[src/rtl/axi_gpio_pkg.sv]
// Shared register offsets, response codes, FSM state types and byte-strobe helpers
// for the parametrised AXI-Lite GPIO.
package axi_gpio_pkg;

   localparam logic [3:0] OFF_DATA  = 4'h0;
   localparam logic [3:0] OFF_DIR   = 4'h4;
   localparam logic [3:0] OFF_IEN   = 4'h8;
   localparam logic [3:0] OFF_STAT  = 4'hC;
   localparam int         CH_STRIDE = 'h10;

   localparam logic [1:0] RESP_OKAY   = 2'b00;
   localparam logic [1:0] RESP_SLVERR = 2'b10;

   typedef enum logic {W_IDLE, W_RESP} wrState_e;
   typedef enum logic {R_IDLE, R_DATA} rdState_e;

   function automatic logic [31:0] strobeMask(input logic [3:0] strb);
      logic [31:0] m;
      for (int k = 0; k < 4; k++) begin
         m[8*k +: 8] = {8{strb[k]}};
      end
      return m;
   endfunction

   function automatic logic [31:0] strobeMerge(input logic [31:0] oldVal,
                                               input logic [31:0] newVal,
                                               input logic [3:0]  strb);
      return (oldVal & ~strobeMask(strb)) | (newVal & strobeMask(strb));
   endfunction

endpackage

[src/rtl/gpio_in_sync.sv]
// Two-flop synchroniser for asynchronous pad inputs, followed by a one-clock
// edge pulse comparing the synchronised value against its previous sample.
module gpio_in_sync #(
   parameter int WIDTH     = 32,
   parameter int RISE_EDGE = 1
) (
   input  logic             clk_i,
   input  logic             reset_i,
   input  logic [WIDTH-1:0] pin_i,
   output logic [WIDTH-1:0] synced_o,
   output logic [WIDTH-1:0] edge_o
);

   logic [WIDTH-1:0] meta_q;
   logic [WIDTH-1:0] sync_q;
   logic [WIDTH-1:0] prev_q;

   always_ff @(posedge clk_i) begin
      if (reset_i) begin
         meta_q <= '0;
         sync_q <= '0;
         prev_q <= '0;
      end else begin
         meta_q <= pin_i;
         sync_q <= meta_q;
         prev_q <= sync_q;
      end
   end

   assign synced_o = sync_q;
   assign edge_o   = (RISE_EDGE != 0) ? (sync_q & ~prev_q) : (~sync_q & prev_q);

endmodule

[src/rtl/axi_lite_gpio_v2.sv]
// AXI-Lite GPIO with CH_COUNT bidirectional channels, per-bit direction, and
// per-bit edge interrupts collapsed onto a single registered irq line.
module axi_lite_gpio_v2
   import axi_gpio_pkg::*;
#(
   parameter int CH_COUNT  = 2,
   parameter int WIDTH     = 32,
   parameter int ADDR_W    = 8,
   parameter int RISE_EDGE = 1
) (
   input  logic                      s_axi_aclk,
   input  logic                      s_axi_areset,
   input  logic [ADDR_W-1:0]         s_axi_awaddr,
   input  logic                      s_axi_awvalid,
   output logic                      s_axi_awready,
   input  logic [31:0]               s_axi_wdata,
   input  logic [3:0]                s_axi_wstrb,
   input  logic                      s_axi_wvalid,
   output logic                      s_axi_wready,
   output logic [1:0]                s_axi_bresp,
   output logic                      s_axi_bvalid,
   input  logic                      s_axi_bready,
   input  logic [ADDR_W-1:0]         s_axi_araddr,
   input  logic                      s_axi_arvalid,
   output logic                      s_axi_arready,
   output logic [31:0]               s_axi_rdata,
   output logic [1:0]                s_axi_rresp,
   output logic                      s_axi_rvalid,
   input  logic                      s_axi_rready,
   input  logic [CH_COUNT*WIDTH-1:0] gpio_i,
   output logic [CH_COUNT*WIDTH-1:0] gpio_o,
   output logic [CH_COUNT*WIDTH-1:0] gpio_oe,
   output logic                      irq
);

   typedef logic [CH_COUNT-1:0][WIDTH-1:0] chanVec_t;

   chanVec_t out_q, out_d, dir_q, dir_d, ien_q, ien_d, stat_q, stat_d;
   chanVec_t pinVec, synced, edges;

   wrState_e    wrState_q, wrState_d;
   logic        bvalid_q, bvalid_d;
   logic [1:0]  bresp_q, bresp_d;
   rdState_e    rdState_q, rdState_d;
   logic        rvalid_q, rvalid_d;
   logic [1:0]  rresp_q, rresp_d;
   logic [31:0] rdata_q, rdata_d;
   logic        irq_q;

   int          wrCh, rdCh;
   logic [3:0]  wrOff, rdOff;
   logic        wrHit, rdHit, wrAccept, rdAccept;
   logic [31:0] wrMask, rdWord;

   assign pinVec = gpio_i;

   for (genvar c = 0; c < CH_COUNT; c++) begin : g_sync
      gpio_in_sync #(
         .WIDTH     (WIDTH),
         .RISE_EDGE (RISE_EDGE)
      ) uSync (
         .clk_i    (s_axi_aclk),
         .reset_i  (s_axi_areset),
         .pin_i    (pinVec[c]),
         .synced_o (synced[c]),
         .edge_o   (edges[c])
      );
   end

   // Only the low two address bits are don't-care; everything above the
   // channel stride selects the channel, so oversized indices decode as unmapped.
   assign wrCh   = int'(s_axi_awaddr) / CH_STRIDE;
   assign rdCh   = int'(s_axi_araddr) / CH_STRIDE;
   assign wrOff  = {s_axi_awaddr[3:2], 2'b00};
   assign rdOff  = {s_axi_araddr[3:2], 2'b00};
   assign wrHit  = wrCh < CH_COUNT;
   assign rdHit  = rdCh < CH_COUNT;
   assign wrMask = strobeMask(s_axi_wstrb);

   assign wrAccept = (wrState_q == W_IDLE) && s_axi_awvalid && s_axi_wvalid && !s_axi_areset;
   assign rdAccept = (rdState_q == R_IDLE) && s_axi_arvalid && !s_axi_areset;

   // Write FSM and register update; edge set is ORed in after the W1C so set wins.
   always_comb begin
      out_d     = out_q;
      dir_d     = dir_q;
      ien_d     = ien_q;
      stat_d    = stat_q | edges;
      wrState_d = wrState_q;
      bvalid_d  = bvalid_q;
      bresp_d   = bresp_q;
      case (wrState_q)
         W_IDLE: begin
            if (wrAccept) begin
               wrState_d = W_RESP;
               bvalid_d  = 1'b1;
               bresp_d   = wrHit ? RESP_OKAY : RESP_SLVERR;
               for (int c = 0; c < CH_COUNT; c++) begin
                  if (wrHit && (wrCh == c)) begin
                     case (wrOff)
                        OFF_DATA: out_d[c] = WIDTH'(strobeMerge(32'(out_q[c]), s_axi_wdata, s_axi_wstrb));
                        OFF_DIR:  dir_d[c] = WIDTH'(strobeMerge(32'(dir_q[c]), s_axi_wdata, s_axi_wstrb));
                        OFF_IEN:  ien_d[c] = WIDTH'(strobeMerge(32'(ien_q[c]), s_axi_wdata, s_axi_wstrb));
                        default:  stat_d[c] = (stat_q[c] & ~WIDTH'(s_axi_wdata & wrMask)) | edges[c];
                     endcase
                  end
               end
            end
         end
         W_RESP: begin
            if (s_axi_bready) begin
               wrState_d = W_IDLE;
               bvalid_d  = 1'b0;
            end
         end
         default: wrState_d = W_IDLE;
      endcase
   end

   // Read FSM; rdata is captured from current register state, so a same-cycle write is not visible.
   always_comb begin
      rdState_d = rdState_q;
      rvalid_d  = rvalid_q;
      rresp_d   = rresp_q;
      rdata_d   = rdata_q;
      rdWord    = '0;
      for (int c = 0; c < CH_COUNT; c++) begin
         if (rdCh == c) begin
            case (rdOff)
               OFF_DATA: rdWord = 32'((dir_q[c] & out_q[c]) | (~dir_q[c] & synced[c]));
               OFF_DIR:  rdWord = 32'(dir_q[c]);
               OFF_IEN:  rdWord = 32'(ien_q[c]);
               default:  rdWord = 32'(stat_q[c]);
            endcase
         end
      end
      case (rdState_q)
         R_IDLE: begin
            if (rdAccept) begin
               rdState_d = R_DATA;
               rvalid_d  = 1'b1;
               rresp_d   = rdHit ? RESP_OKAY : RESP_SLVERR;
               rdata_d   = rdHit ? rdWord : '0;
            end
         end
         R_DATA: begin
            if (s_axi_rready) begin
               rdState_d = R_IDLE;
               rvalid_d  = 1'b0;
            end
         end
         default: rdState_d = R_IDLE;
      endcase
   end

   always_ff @(posedge s_axi_aclk) begin
      if (s_axi_areset) begin
         out_q     <= '0;
         dir_q     <= '0;
         ien_q     <= '0;
         stat_q    <= '0;
         wrState_q <= W_IDLE;
         bvalid_q  <= 1'b0;
         bresp_q   <= '0;
         rdState_q <= R_IDLE;
         rvalid_q  <= 1'b0;
         rresp_q   <= '0;
         rdata_q   <= '0;
         irq_q     <= 1'b0;
      end else begin
         out_q     <= out_d;
         dir_q     <= dir_d;
         ien_q     <= ien_d;
         stat_q    <= stat_d;
         wrState_q <= wrState_d;
         bvalid_q  <= bvalid_d;
         bresp_q   <= bresp_d;
         rdState_q <= rdState_d;
         rvalid_q  <= rvalid_d;
         rresp_q   <= rresp_d;
         rdata_q   <= rdata_d;
         irq_q     <= |(stat_q & ien_q);
      end
   end

   assign s_axi_awready = wrAccept;
   assign s_axi_wready  = wrAccept;
   assign s_axi_arready = rdAccept;
   assign s_axi_bvalid  = bvalid_q;
   assign s_axi_bresp   = bresp_q;
   assign s_axi_rvalid  = rvalid_q;
   assign s_axi_rresp   = rresp_q;
   assign s_axi_rdata   = rdata_q;
   assign gpio_o        = out_q;
   assign gpio_oe       = dir_q;
   assign irq           = irq_q;

endmodule

[config.mk]
export PLATFORM = sky130hd
export DESIGN_NAME = axi_lite_gpio_v2
export DESIGN_NICKNAME = d
export VERILOG_FILES = /design/src/rtl/axi_gpio_pkg.sv /design/src/rtl/gpio_in_sync.sv /design/src/rtl/axi_lite_gpio_v2.sv
export SDC_FILE = /design/constraint.sdc
export NUM_CORES = 1
export LEC_CHECK = 0
export CAP_MARGIN = 20
export CORE_AREA = 2 2 162 243
export CTS_BUF_LIST = sky130_fd_sc_hd__clkbuf_16
export DETAILED_ROUTE_END_ITERATION = 8
export DIE_AREA = 0 0 164 245
export PLACE_DENSITY = 0.78
export SYNTH_ARGS = -nofsm -noshare
export SYNTH_HDL_FRONTEND = slang
export SYNTH_SLANG_ARGS = --single-unit
[constraint.sdc]
create_clock -name s_axi_aclk -period 2.8 [get_ports s_axi_aclk]
set_input_delay 0.56 -clock s_axi_aclk [delete_from_list [all_inputs] [get_ports s_axi_aclk]]
set_output_delay 0.56 -clock s_axi_aclk [all_outputs]
set_load 0.01 [all_outputs]
# --- Word-level counts from Yosys, hierarchy flattened ---
# Cells that the tools add are included.
totals:
  register_bits: 489
  inputBits: 123
  elab_cells: 118
op_classes:
  magnitude_cmp: 2
  eq_ne: 10
  muxes: 25
  n_bitwise: 35
  reduce_logical: 24
op_table:
  columns: ["operator", "count"]
  rows:
  - ["32-bit AND", 15]
  - ["32-bit bitwise OR", 10]
  - ["32-bit two-way mux", 7]
  - ["32-bit NOT", 6]
  - ["32-bit one-hot mux with 3 select lines", 2]
  - ["64-bit two-way mux", 2]
  - ["64-bit AND", 1]
  - ["32-bit logical NOT", 2]
  - ["64-bit bitwise OR", 1]
  - ["64-bit OR reduction", 1]
  - ["4-bit AND reduction", 6]
  - ["4-bit by 2-bit == test with 1-bit output, second input constant", 2]
  - ["4-bit logical NOT", 2]
  - ["4-bit by 2-bit < comparator with 1-bit output, second input constant", 2]
  - ["1-bit two-way mux", 8]
  - ["2-bit inequality test, second input constant", 4]
  - ["1-bit one-hot mux with 2 select lines", 4]
  - ["2-bit AND reduction", 4]
  - ["1-bit logical AND", 7]
  - ["2-bit by 1-bit == test with 1-bit output, second input constant", 2]
  - ["2-bit == test, second input constant", 2]
  - ["2-bit two-way mux", 2]
  - ["3-bit OR reduction", 1]
  - ["1-bit NOT", 2]
  - ["1-bit logical NOT", 1]

# --- Logic depth before layout (Yosys ltp) ---
logic_depth:
  depth_word: 8
  mapped_depth: 9
  depth_no_buf: 5

# --- Modules after synthesis ---
# Synthesis repeated with hierarchy kept, for this count alone.
unflattened:
  cells_unflattened: 2169
  hier_area_um2: 19038.3
modules_own_cells:
  columns: ["mod", "instances", "cells_each", "area_each_um2", "seq_area_each_um2"]
  rows:
  - ["axi_lite_gpio_v2", 1, 1701, 13437.9, 5905.7]
  - ["gpio_in_sync", 2, 234, 2800.2, 1921.8]

# --- Worst setup path before layout ---
# No wires, ideal clock.
synth_timing:
  path_kind: "input to register"
  from: "input s_axi_areset"
  to: "register (tool-made name)"
  setup_time_ns: 0.070
  arrival_ns: 2.106
  required_time_ns: 2.730
  path_slack_ns: 0.623
  path_stages: 9
  cell_sequence: "buf_2 -> and4bb_1 -> buf_4 -> or3b_1 -> buf_2 -> buf_8 -> nor2_8 -> nand2_1 -> a21oi_1"
synth_lines:
  columns: ["element", "line", "rtl"]
  rows:
  - ["start: declaration", "axi_lite_gpio_v2.sv:12", "input logic s_axi_areset,"]

# --- Final worst setup path ---
layout_timing:
  from: "input s_axi_wvalid"
  to: "output s_axi_awready"
layout_between:
  elab_chain_len: 2
layout_rtl:
  columns: ["element", "line", "rtl"]
  rows:
  - ["start: declaration", "axi_lite_gpio_v2.sv:18", "input logic s_axi_wvalid,"]
  - ["1-bit logical AND (2 in a row)", "axi_lite_gpio_v2.sv:80", "assign wrAccept = (wrState_q == W_IDLE) && s_axi_awvalid && s_axi_wvalid && !s_axi_areset;"]
  - ["end: declaration", "axi_lite_gpio_v2.sv:15", "output logic s_axi_awready,"]
# No other way between the ends.

==> run_results.csv <==
group,metric,value,unit
global_routing,grt_max_degree,201,
clocking,cts_hold_buf,0,
setup_path,cp.arrival,1980,ps
clocking,cts.sinks,487,
floorplanning,die_w,164,microns
floorplanning,rows,88,
run,maxCapViolCount,0,
sta,drv_slew,0,
floorplanning,floorplan.initialDensity,0.494,
sta,setup_tns,0,ps
synth,synth_area,18900,sq um
sta,hold_violations,0,
status,status,"finished, final reports clean",
clocking,clkSlewWorstSetupHoldPaths,60,ps
detailed_routing,post_drt_wl_per_cell,20.2,microns
finish,postLayoutCoreUtil,0.624,
setup_path,path_cells,"clkdlybuf4s50_1 > and4bb_1 > buf_12 > clkdlybuf4s50_1",
pwr,ir_worst_vdd,0.500,mV
sta,rsz0062_at_grt,"false",
finish,fillers,3153,
synth,ys_top_cells_by_count,"dfxtp_1 (487), a21oi_1 (386), o21ai_0 (302)",
global_routing,grtUsageMet2,0.506,
synth,syn_inst,2226,
floorplanning,die_h,245,microns
setup_path,path_buf_inv,3,
pwr,power.density,602,nW/um^2
synth,yosysMostFrequentCell,"dfxtp_1",
synth,async_reset_ff_frac,0,
global_routing,antenna_found_initial,0,
sta,skew,17.4,ps
detailed_routing,drcViolationCount,0,
global_routing,grt-ovfl-total,0,
clocking,h-tree-depth,2,
synth,yosys.area.top_type,"dfxtp_1",
detailed_routing,drt-initial-drc-count,2090,
synth,postSynthAreaPerCell,8.47,sq um
finish,design_area,23800,sq um
setup_path,cp-start-kind,"primary input",
clocking,root_buffer,"clkbuf_16",
pwr,p_leak,0.00866,uW
detailed_routing,routed_wl,60300,microns
detailed_routing,firstDrtPassIters,6,
clocking,cts_made_buffers,45,
synth,synthDistinctLibCells,36,
placed_design,gp_congestion,0.906,
sta,worstMarginPinSlew,919,ps
clocking,cts_setup_buffers,0,
setup_path,cp_slowest_stage_delay,540,ps
detailed_routing,ant_nets,0,
setup_path,path_delay_family,"buffers and inverters",
worst_hold_path,hp-class,"in -> reg",
global_routing,grt_pass1_wl,93100,microns
clocking,ctsResizeCount,0,
synth,yosysWarnings,0,
sta,finalSetupViolCount,0,
global_routing,grt_busiest_layer,"met2",
clocking,cts_tree,"done",
sta,clock.fmax,394,MHz
setup_path,crit_top_cell,"clkdlybuf4s50_1",
global_routing,gr-usage-all-layers,0.294,
synth,yosysSeqAreaShare,0.517,
sta,fin_crit,2540,ps
synth,synth_area_leaders,"dfxtp_1 (52%), a21oi_1 (10%), o21ai_0 (8.0%), nor2b_1 (6.4%), nand2_1 (5.6%)",
setup_path,crit_type,"in -> out",
global_routing,met3_usage,0.0455,
clocking,cts_buffer_depth,3,
global_routing,grt_pass1_vias,16798,
synth,yosys_register_bits,487,
finish,multiInputGateArea,8300,sq um
sta,timing.hold.ws,341,ps
global_routing,met1_usage,0.358,
finish,areaGrowthSynthToFinish,26.4,%
detailed_routing,via_count,17366,
setup_path,slowest_stage,"clkdlybuf4s50_1",
placed_design,port_buffers,286,
placed_design,place_area,22400,sq um
setup_path,required,2240,ps
synth,synthFlopType,"dfxtp_1",
finish,drive_gt1_frac,0.0716,
synth,synth_edf_count,0,
floorplanning,dieArea,40200,sq um
sta,relSlewSlack,0.388,
sta,period_share,0.907,
synth,synth_top_area_share,0.517,
detailed_routing,vias_per_cell,5.82,
setup_path,cp_max_fo,11,
finish,final-seq-area,9750,sq um
placed_design,dp_hpwl,40500,microns
finish,fin_nets,2577,
setup_path,critPathCaptureType,"primary output",
floorplanning,io_pins,293,
floorplanning,core,38200,sq um
clocking,worstSkewPairLatency,560,ps
where the power goes:
group          leakage [uW]  switching [uW]  internal (uW)
combinational       0.00397             533            399
clock              0.000723            2720           3500
sequential          0.00397             114           7100
layer usage:
layer | wire (microns) | vias to the layer above
met2 | 29700 | 922
met1 | 22700 | 8213
li1 | - | 8042
met5 | 0 | -
met4 | 2940 | 0
met3 | 4990 | 189
through the flow:
step           total power, uW  cells  setup slack, ps
2_1_floorplan             7840   2227              623
3_3_place_gp              8260   2902              114
3_5_place_dp              8280   2902             70.4
4_1_cts                  14400   2982              256
5_1_grt                  14800   2982              217
6_report                 14400   2983              260
layout make-up:
type	instances	area share
Sequential cell	487	0.409
Multi-Input combinational cell	1528	0.348
Timing Repair Buffer	358	0.150
Clock buffer	45	0.0472
Tap cell	495	0.0260
Clock inverter	35	0.0145
Inverter	34	0.00535
Antenna cell	1	0.000105
cells in the final DEF, fill, tap and decap left out, drive strengths merged, types with 9 or more instances in the layout:
| cell | instances |
|---|---|
| a211oi | 21 |
| a21oi | 386 |
| a221oi | 9 |
| a22o | 9 |
| a22oi | 14 |
| buf | 75 |
| clkbuf | 45 |
| clkdlybuf4s50 | 283 |
| clkinv | 16 |
| dfxtp | 487 |
| inv | 40 |
| mux2 | 19 |
| mux2i | 45 |
| nand2 | 279 |
| nand2b | 64 |
| nand3 | 39 |
| nor2 | 94 |
| nor2b | 193 |
| o21ai | 302 |
| o221ai | 32 |
path summary, 6_finish.rpt:
kind | endpoint | depth (start not counted) | slack [ps] | start
setup / recovery | s_axi_awready | 4 | 260 | s_axi_wvalid
hold / removal | s_axi_bvalid$_SDFFE_PP0P_ | 3 | 340 | s_axi_areset
setup reg to reg | register | 7 | 710 | wrState_q$_SDFF_PP0_
hold reg to reg | g_sync[0].uSync.synced_o[1]$_SDFF_PP0_ | 1 | 420 | g_sync[0].uSync.meta_q[1]$_SDFF_PP0_
tightest hold or removal path, cell delays in order:
cell    delay (ps)
buf_8          100
inv_1           60
a31o_2         140
logic make-up (layout without fill, tap and decap cells):
kind of cell / count (synthesis) / in the layout / share of synthesized area
flops: 487 / 487 / 0.517
compound gates: 775 / 775 / 0.221
simple gates: 687 / 687 / 0.183
buf+inv: 212 / 472 / 0.0437
mux: 64 / 64 / 0.0352
other cells: 1 / 3 / 0.000199
No activity file was read; power rests on OpenSTA's default activity.
